[src/rtl/gsim_pkg.sv]
// Shared types and constants for the GSIM matrix-memory responder.
package gsim_pkg;
  localparam int ADDR_W   = 10;
  localparam int DATA_W   = 256;
  localparam int MAT_ROWS = 17;
  localparam int MAT_MAX  = 32;

  typedef enum logic {S_READY = 1'b0, S_BUSY = 1'b1} state_e;

  // Tag carried alongside each accepted read while the SRAM answers
  typedef struct packed {
    logic vld;
    logic oor;
  } rd_tag_t;
endpackage

[src/rtl/gsim_vld_pipe.sv]
// Delay line for read data plus valid; only the valids see reset.
module gsim_vld_pipe #(
  parameter int STAGES = 1,
  parameter int W      = 256
) (
  input  logic         i_clk,
  input  logic         i_rst_n,
  input  logic         i_vld,
  input  logic [W-1:0] i_dat,
  output logic         o_vld,
  output logic [W-1:0] o_dat
);
  generate
    if (STAGES == 0) begin : g_thru
      assign o_vld = i_vld;
      assign o_dat = i_dat;
    end else begin : g_pipe
      logic [STAGES:1]        vld_pipe;
      logic [STAGES:1][W-1:0] dat_pipe;

      // Valid shift register; reset drops everything in flight
      always_ff @(posedge i_clk or negedge i_rst_n) begin
        if (!i_rst_n) vld_pipe <= '0;
        else begin
          vld_pipe[1] <= i_vld;
          for (int s = 2; s <= STAGES; s++) vld_pipe[s] <= vld_pipe[s-1];
        end
      end

      // Data shift register; contents are qualified by the valids
      always_ff @(posedge i_clk) begin
        dat_pipe[1] <= i_dat;
        for (int s = 2; s <= STAGES; s++) dat_pipe[s] <= dat_pipe[s-1];
      end

      assign o_vld = vld_pipe[STAGES];
      assign o_dat = dat_pipe[STAGES];
    end
  endgenerate
endmodule

[src/rtl/gsim_mat_mem_resp.sv]
// Matrix-memory read responder: solver reads, host loads, periodic refresh stalls.
module gsim_mat_mem_resp
  import gsim_pkg::*;
#(
  parameter int ADDR_W      = gsim_pkg::ADDR_W,
  parameter int DATA_W      = gsim_pkg::DATA_W,
  parameter int DEPTH       = gsim_pkg::MAT_ROWS * gsim_pkg::MAT_MAX,
  parameter int LATENCY     = 2,
  parameter int BUSY_PERIOD = 8,
  parameter int BUSY_CYCLES = 2
) (
  input  logic              i_clk,
  input  logic              i_rst_n,
  input  logic              i_rreq,
  input  logic [ADDR_W-1:0] i_addr,
  output logic              o_rrdy,
  output logic [DATA_W-1:0] o_dout,
  output logic              o_dout_vld,
  input  logic              i_load_wen,
  input  logic [ADDR_W-1:0] i_load_addr,
  input  logic [DATA_W-1:0] i_load_data,
  output logic              o_sram_ren,
  output logic              o_sram_wen,
  output logic [ADDR_W-1:0] o_sram_addr,
  output logic [DATA_W-1:0] o_sram_wdata,
  input  logic [DATA_W-1:0] i_sram_q,
  output logic              o_err
);
  localparam int CNT_W = 16;
  localparam logic [CNT_W-1:0]  BP      = CNT_W'(BUSY_PERIOD);
  localparam logic [CNT_W-1:0]  BC      = CNT_W'(BUSY_CYCLES);
  localparam logic [ADDR_W:0]   DEPTH_L = (ADDR_W+1)'(DEPTH);

  state_e            state_q, state_d;
  logic [CNT_W-1:0]  acc_q, acc_d, busy_q, busy_d;
  logic              accept, in_range;
  rd_tag_t           tag_q;
  logic [DATA_W-1:0] q_dat, out_dat, hold_q;
  logic              out_vld;

  // Ready is low during reset, stall windows and host load cycles
  assign o_rrdy   = i_rst_n & (state_q == S_READY) & ~i_load_wen;
  assign accept   = i_rreq & o_rrdy;
  assign in_range = {1'b0, i_addr} < DEPTH_L;

  // SRAM port: host load owns it; otherwise an accepted in-range read
  always_comb begin
    o_sram_ren   = 1'b0;
    o_sram_wen   = 1'b0;
    o_sram_addr  = '0;
    o_sram_wdata = '0;
    if (i_rst_n) begin
      if (i_load_wen) begin
        o_sram_wen   = 1'b1;
        o_sram_addr  = i_load_addr;
        o_sram_wdata = i_load_data;
      end else if (accept && in_range) begin
        o_sram_ren  = 1'b1;
        o_sram_addr = i_addr;
      end
    end
  end

  // Stall FSM next-state: count accepts, then hold ready low for the refresh gap
  always_comb begin
    state_d = state_q;
    acc_d   = acc_q;
    busy_d  = busy_q;
    case (state_q)
      S_READY: begin
        if (accept && BUSY_PERIOD != 0) begin
          if (acc_q + 1'b1 == BP) begin
            state_d = S_BUSY;
            acc_d   = '0;
            busy_d  = BC;
          end else begin
            acc_d = acc_q + 1'b1;
          end
        end
      end
      S_BUSY: begin
        busy_d = (busy_q != '0) ? busy_q - 1'b1 : '0;
        if (busy_q <= CNT_W'(1)) state_d = S_READY;
      end
      default: state_d = S_READY;
    endcase
  end

  // Stall FSM state and counters
  always_ff @(posedge i_clk or negedge i_rst_n) begin
    if (!i_rst_n) begin
      state_q <= S_READY;
      acc_q   <= '0;
      busy_q  <= '0;
    end else begin
      state_q <= state_d;
      acc_q   <= acc_d;
      busy_q  <= busy_d;
    end
  end

  // Tag the accepted read for the cycle SRAM data returns; sticky range error
  always_ff @(posedge i_clk or negedge i_rst_n) begin
    if (!i_rst_n) begin
      tag_q <= '0;
      o_err <= 1'b0;
    end else begin
      tag_q <= '{vld: accept, oor: accept & ~in_range};
      if (accept && !in_range) o_err <= 1'b1;
    end
  end

  // Out-of-range reads return zero instead of whatever the SRAM holds
  assign q_dat = tag_q.oor ? '0 : i_sram_q;

  gsim_vld_pipe #(.STAGES(LATENCY-1), .W(DATA_W)) u_pipe (
    .i_clk   (i_clk),
    .i_rst_n (i_rst_n),
    .i_vld   (tag_q.vld),
    .i_dat   (q_dat),
    .o_vld   (out_vld),
    .o_dat   (out_dat)
  );

  // Last returned row, so o_dout holds between pulses
  always_ff @(posedge i_clk or negedge i_rst_n) begin
    if (!i_rst_n)     hold_q <= '0;
    else if (out_vld) hold_q <= out_dat;
  end

  assign o_dout     = out_vld ? out_dat : hold_q;
  assign o_dout_vld = out_vld;
endmodule

[config.mk]
export PLATFORM = sky130hd
export DESIGN_NAME = gsim_mat_mem_resp
export DESIGN_NICKNAME = d
export VERILOG_FILES = /design/src/rtl/gsim_pkg.sv /design/src/rtl/gsim_vld_pipe.sv /design/src/rtl/gsim_mat_mem_resp.sv
export SDC_FILE = /design/constraint.sdc
export NUM_CORES = 1
export LEC_CHECK = 0
export CELL_PAD_IN_SITES_DETAIL_PLACEMENT = 1
export CELL_PAD_IN_SITES_GLOBAL_PLACEMENT = 1
export CORE_AREA = 5 5 414 416
export CTS_BUF_LIST = sky130_fd_sc_hd__clkbuf_4 sky130_fd_sc_hd__clkbuf_8 sky130_fd_sc_hd__clkbuf_16
export DETAILED_ROUTE_END_ITERATION = 16
export DIE_AREA = 0 0 419 421
export DONT_BUFFER_PORTS = 1
export MAX_ROUTING_LAYER = met4
export PLACE_DENSITY = 0.38
export SLEW_MARGIN = 30
export SYNTH_ARGS = -nofsm -noshare
export SYNTH_HDL_FRONTEND = slang
export SYNTH_HIERARCHICAL = 1
export SYNTH_SLANG_ARGS = --single-unit
[constraint.sdc]
create_clock -name i_clk -period 3.2 [get_ports i_clk]
set_input_delay 0.8 -clock i_clk [delete_from_list [all_inputs] [get_ports i_clk]]
set_output_delay 0.8 -clock i_clk [all_outputs]
set_load 0.02 [all_outputs]
# Word level (Yosys, flattened, before mapping)
# Cells that the tools add are included.
# W data, S select, Z words.
word_totals:
  register_bits: 549
  input_bits: 536
  out_inout_bits: 527
  word_cells: 49
classes:
  add_sub_neg: 2
  order_cmp: 2
  eq_ne: 3
  n_mux: 20
  bitwise_logic: 7
  reduce_logical: 6
op_table:
  columns: ["op", "count"]
  rows:
  - ["$mux W256", 3]
  - ["$mux W16", 4]
  - ["$pmux W16 S2", 1]
  - ["$mux W10", 3]
  - ["$add A16 B1 Y16 const B", 1]
  - ["$eq A16 B4 Y1 const B", 1]
  - ["$le A16 B1 Y1 const B", 1]
  - ["$reduce_bool A16 Y1", 1]
  - ["$sub A16 B1 Y16 const B", 1]
  - ["$lt A10 B10 Y1 const B", 1]
  - ["$mux W1", 8]
  - ["$and A1 B1 Y1", 4]
  - ["$reduce_and A2 Y1", 2]
  - ["$not A1 Y1", 3]
  - ["$logic_and A1 B1 Y1", 2]
  - ["$ne A2 B1 Y1 const B", 1]
  - ["$ne A2 B2 Y1 const B", 1]
  - ["$pmux W1 S2", 1]
  - ["$logic_not A1 Y1", 1]

# Logic depth before layout (Yosys ltp)
depth:
  ltp_word: 8
  mapped_depth: 9
  mapped_depth_nobuf: 8

# Hierarchy
# The synthesis kept the hierarchy.
modules_own_cells:
  columns: ["module", "instances", "cells_per_inst", "area_per_inst_um2", "seq_area_each_um2"]
  rows:
  - ["gsim_mat_mem_resp", 1, 1388, 15167.0, 7307.0]
  - ["gsim_vld_pipe", 1, 257, 5149.9, 5149.9]

# Least setup slack after synthesis
# No wires, ideal clock.
synth_timing:
  kind: "input -> output"
  start: "in i_load_wen"
  end: "out o_sram_addr[0]"
  arrival_ps: 2325
  path_slack_ps: 75
  cell_stages: 5
  path_cell_list: "nor3b_2 nand2_1 a21oi_1 clkbuf_1 a22o_1"
synth_between:
  elab_chain_cells: 7
synth_lines:
  columns: ["element", "line", "text"]
  rows:
  - ["start, declared", "gsim_mat_mem_resp.sv:19", "input logic i_load_wen,"]
  - ["$not A1 Y1", "gsim_mat_mem_resp.sv:42", "assign o_rrdy = i_rst_n & (state_q == S_READY) & ~i_load_wen;"]
  - ["$and A1 B1 Y1", "gsim_mat_mem_resp.sv:42", null]
  - ["$and A1 B1 Y1", "gsim_mat_mem_resp.sv:43", "assign accept = i_rreq & o_rrdy;"]
  - ["$logic_and A1 B1 Y1", "gsim_mat_mem_resp.sv:57", "end else if (accept && in_range) begin"]
  - ["$mux W10", "gsim_mat_mem_resp.sv:57", null]
  - ["$mux W10 *", "gsim_mat_mem_resp.sv:53", "if (i_load_wen) begin"]
  - ["$mux W10 *", "gsim_mat_mem_resp.sv:52", "if (i_rst_n) begin"]
  - ["end, declared", "gsim_mat_mem_resp.sv:24", "output logic [ADDR_W-1:0] o_sram_addr,"]
# Mark *: on every way between the ends. The rest lies on a longest branch, timed or not.

# Worst setup path after layout
layout_timing:
  start: "in i_rst_n"
  end: "out o_sram_wdata[254]"
layout_between:
  elab_chain_cells: 1
layout_lines:
  columns: ["element", "line", "text"]
  rows:
  - ["start, declared", "gsim_mat_mem_resp.sv:13", "input logic i_rst_n,"]
  - ["$mux W256", "gsim_mat_mem_resp.sv:52", null]
  - ["end, declared", "gsim_mat_mem_resp.sv:25", "output logic [DATA_W-1:0] o_sram_wdata,"]
# No other way between the ends.

==> reports/metrics.yaml <==
clock_sinks: 549
slew_headroom_pct: -133
period_share_pct: 139
finalNonFillerCells: 3953
grt_pass1_wl_um: 127000
core-area_um2: 167000
fin_nets: 2173
power_density_nw_per_um2: 639
clockPowerShare_pct: 51.4
antenna_found_initial: 117
fmax_mhz: 224
final_cell_mix: "dfrtp_1 (290), mux2_2 (257), and3_1 (257), nor2b_1 (256), dfxtp_1 (256)"
worst_slack_ns: -1.26
yosysWarnings: 6
syn-num-nets: 2185
crit_slowest_cell: "and3_1"
area_delta_synth_final_pct: 26.8
fin_skew_ns: 0.0291
place_area_um2: 23000
status: "complete, but fails checks"
cp_num_cells: 1
h-tree-depth: 3
ys_ff_latch: 549
numCtsBuffers: 70
tns_ns: -203.75
globalRoute.busiestLayer: "met2"
syn_inst: 1645
cp.required_ns: 2.40
switching_share_pct: 23.5
layout_commonest_cell: "dfrtp_1"
pwr-share-comb_pct: 4.7
die_area_um2: 176000
multiInputGateArea_um2: 7340
ant_nets: 0
fillers: 18900
drv_cap: 0
setup_violations: 241
finalWeightedCongestion: 0.920
synth_area_um2: 20300
grt_pass1_vias: 14100
fin_area_um2: 25800
met3_usage_pct: 4.14
hold_violations: 26
layout-drive-gt1-share_pct: 26.0
rsz0062_at_grt: "no"
cts_tree: "done"
yosys.cell_types.count: 48
p_leak_nw: 11.5
drt_iter0_drc: 646
die_y_um: 421
vias_per_cell: 3.34
clockRootBuffer: "clkbuf_16"
rows: 150
syn_area_per_cell_um2: 12.4
crit_path_max_incr_delay_ns: 1.31
clock_latency_ns: 0.67
vias: 13200
avgRoutedWirePerCell_um: 24.1
grtUsageTotal_pct: 10.6
hold_class: "primary input to async pin"
slew_violations: 423
grt-ovfl-total: 0
critical_path_arrival_ns: 3.66
io_buffers: 0
worst_pin_slew_ns: 3.49
hold_slack_ns: -0.145
clkTransAtPathRegs_ns: 0.06
hpwlAfterDp_um: 74100
p_total_w: 0.0165
drt-total-wl_um: 95100
path_delay_family: "simple AND/OR/NAND/NOR gates"
yosysSeqAreaShare_pct: 61.3
path_class: "primary input to primary output"
die_x_um: 419
dp_slack_ns: 0.204
met1_usage_pct: 8.70
seqPwrFrac_pct: 43.9
period_needed_ns: 4.46
dpl.cell_count: 3760
violations: "negative hold slack, max-slew violations, negative setup slack"
first_pass_iters: 4
initial_core_util_pct: 12.2
worstRegToRegCells: 8
irDropWorstVdd_uv: 354
start_kind: "primary input"
switchingPower_w: 0.00387
path_buf_inv: 0
io_pins: 1063
grtUsageMet2_pct: 20.9
worstPathMaxFanout: 551
cts.path.max_buffers: 3
cp-end-kind: "primary output"
cp_cell_sequence: "and3_1"
seqCellArea_um2: 12500
grt_max_degree: 552
remaining_drc_errors: 0
p_int_w: 0.0126
-- layout make-up --
cell class	count	area share (%)
inverters	8	0.117
clock buffers	101	8.19
repair buffers	42	1.89
clock inverters	28	1.59
well taps	2204	10.7
flip-flops and latches	549	48.4
multi-input cells	962	28.5
diodes	59	0.573
-- power by group through the flow --
stage	logic (W)	clock network [W]	registers [W]
global route	0.000808	0.00909	0.00724
global placement	0.000789	0	0.00735
floorplan	0.000657	0	0.00733
finish	0.000777	0.00846	0.00723
CTS	0.000795	0.00886	0.00723
detailed placement	0.000790	0	0.00736
-- repair_timing --
item                                   4_1_cts  5_1_grt
gates cloned                                 1        0
setup endpoints to repair                  123       10
setup buffers                                2        2
resized for setup                            7        4
endpoints found under the hold margin      293      293
-- cells in the mapped netlist, drive strengths merged --
cell type | count | area, µm²
dfrtp | 293 | 7330
and3 | 257 | 1610
mux2 | 257 | 2890
dfxtp | 256 | 5120
nor2b | 256 | 1600
clkbuf | 115 | 432
nand2 | 28 | 105
o21ai | 21 | 105
nor2 | 15 | 56.3
buf | 11 | 65.1
nor3 | 11 | 55.1
xor2 | 11 | 96.3
a21oi | 10 | 50.1
a22o | 10 | 87.6
nand3 | 9 | 55.1
xnor2 | 9 | 78.8
inv | 7 | 26.3
nand4 | 7 | 50.1
nor4 | 7 | 43.8
a31oi | 6 | 37.5
ha | 4 | 50.1
nand2b | 4 | 25.0
nor3b | 4 | 35.0
o211ai | 4 | 30.0
or3 | 4 | 25.0
a2bb2oi | 3 | 26.3
and2 | 3 | 18.8
o221ai | 3 | 26.3
o41ai | 3 | 26.3
o21a | 2 | 15.0
o22a | 2 | 17.5
or2 | 2 | 12.5
or4 | 2 | 15.0
a2111oi | 1 | 27.5
a21o | 1 | 7.51
a22oi | 1 | 7.51
a31o | 1 | 8.76
and4 | 1 | 8.76
and4b | 1 | 10.0
clkinv | 1 | 3.75
mux2i | 1 | 10.0
o22ai | 1 | 6.26
-- sequential cells by signal, summed over array words and instances (netlist names) --
register,cells
o_err,1
acc_q,16
hold_q,256
u_pipe/o_vld,1
state_q,1
busy_q,16
tag_q,2
u_pipe/o_dat,256
-- routing by layer --
metal / vias to the layer above / part of all wire [%]
li1: 5648 / -
met5: - / 0
met4: 0 / 4.8
met2: 714 / 57
met3: 239 / 8.4
met1: 6617 / 30
-- final timing paths --
kind,endpoint,slack [ns],from
worst max-delay path,o_sram_wdata[254],-1.26,i_rst_n
worst min-delay path,hold_q[250],-0.14,i_rst_n
worst max register to register,busy_q[7],0.65,acc_q[0]
worst min register to register,u_pipe/o_vld,0.39,tag_q[1]
max in group asynchronous,hold_q[129],0.61,i_rst_n
min in group i_clk,u_pipe/o_dat[102],0.26,i_sram_q[102]
-- logic make-up (layout without fill, tap and decap cells) --
group / after synthesis / in the layout / share of synthesized area, %
fa+ha+maj: 4 / 4 / 0.246
flops: 549 / 549 / 61.3
compound gates: 69 / 69 / 2.36
simple gates: 611 / 611 / 18.3
mux: 258 / 258 / 14.3
other cells: 0 / 59 / 0
buf+inv: 134 / 179 / 2.59
xor+xnor: 20 / 20 / 0.862
-- per-stage QoR --
stage / util (%) / hold slack (ns)
floorplan: - / 0.331
global placement: 13.8 / 0.399
detailed placement: 13.8 / 0.385
CTS: 15.3 / -0.246
global route: 15.4 / -0.236
finish: 15.4 / -0.145
(Power assumes the default switching activity.)
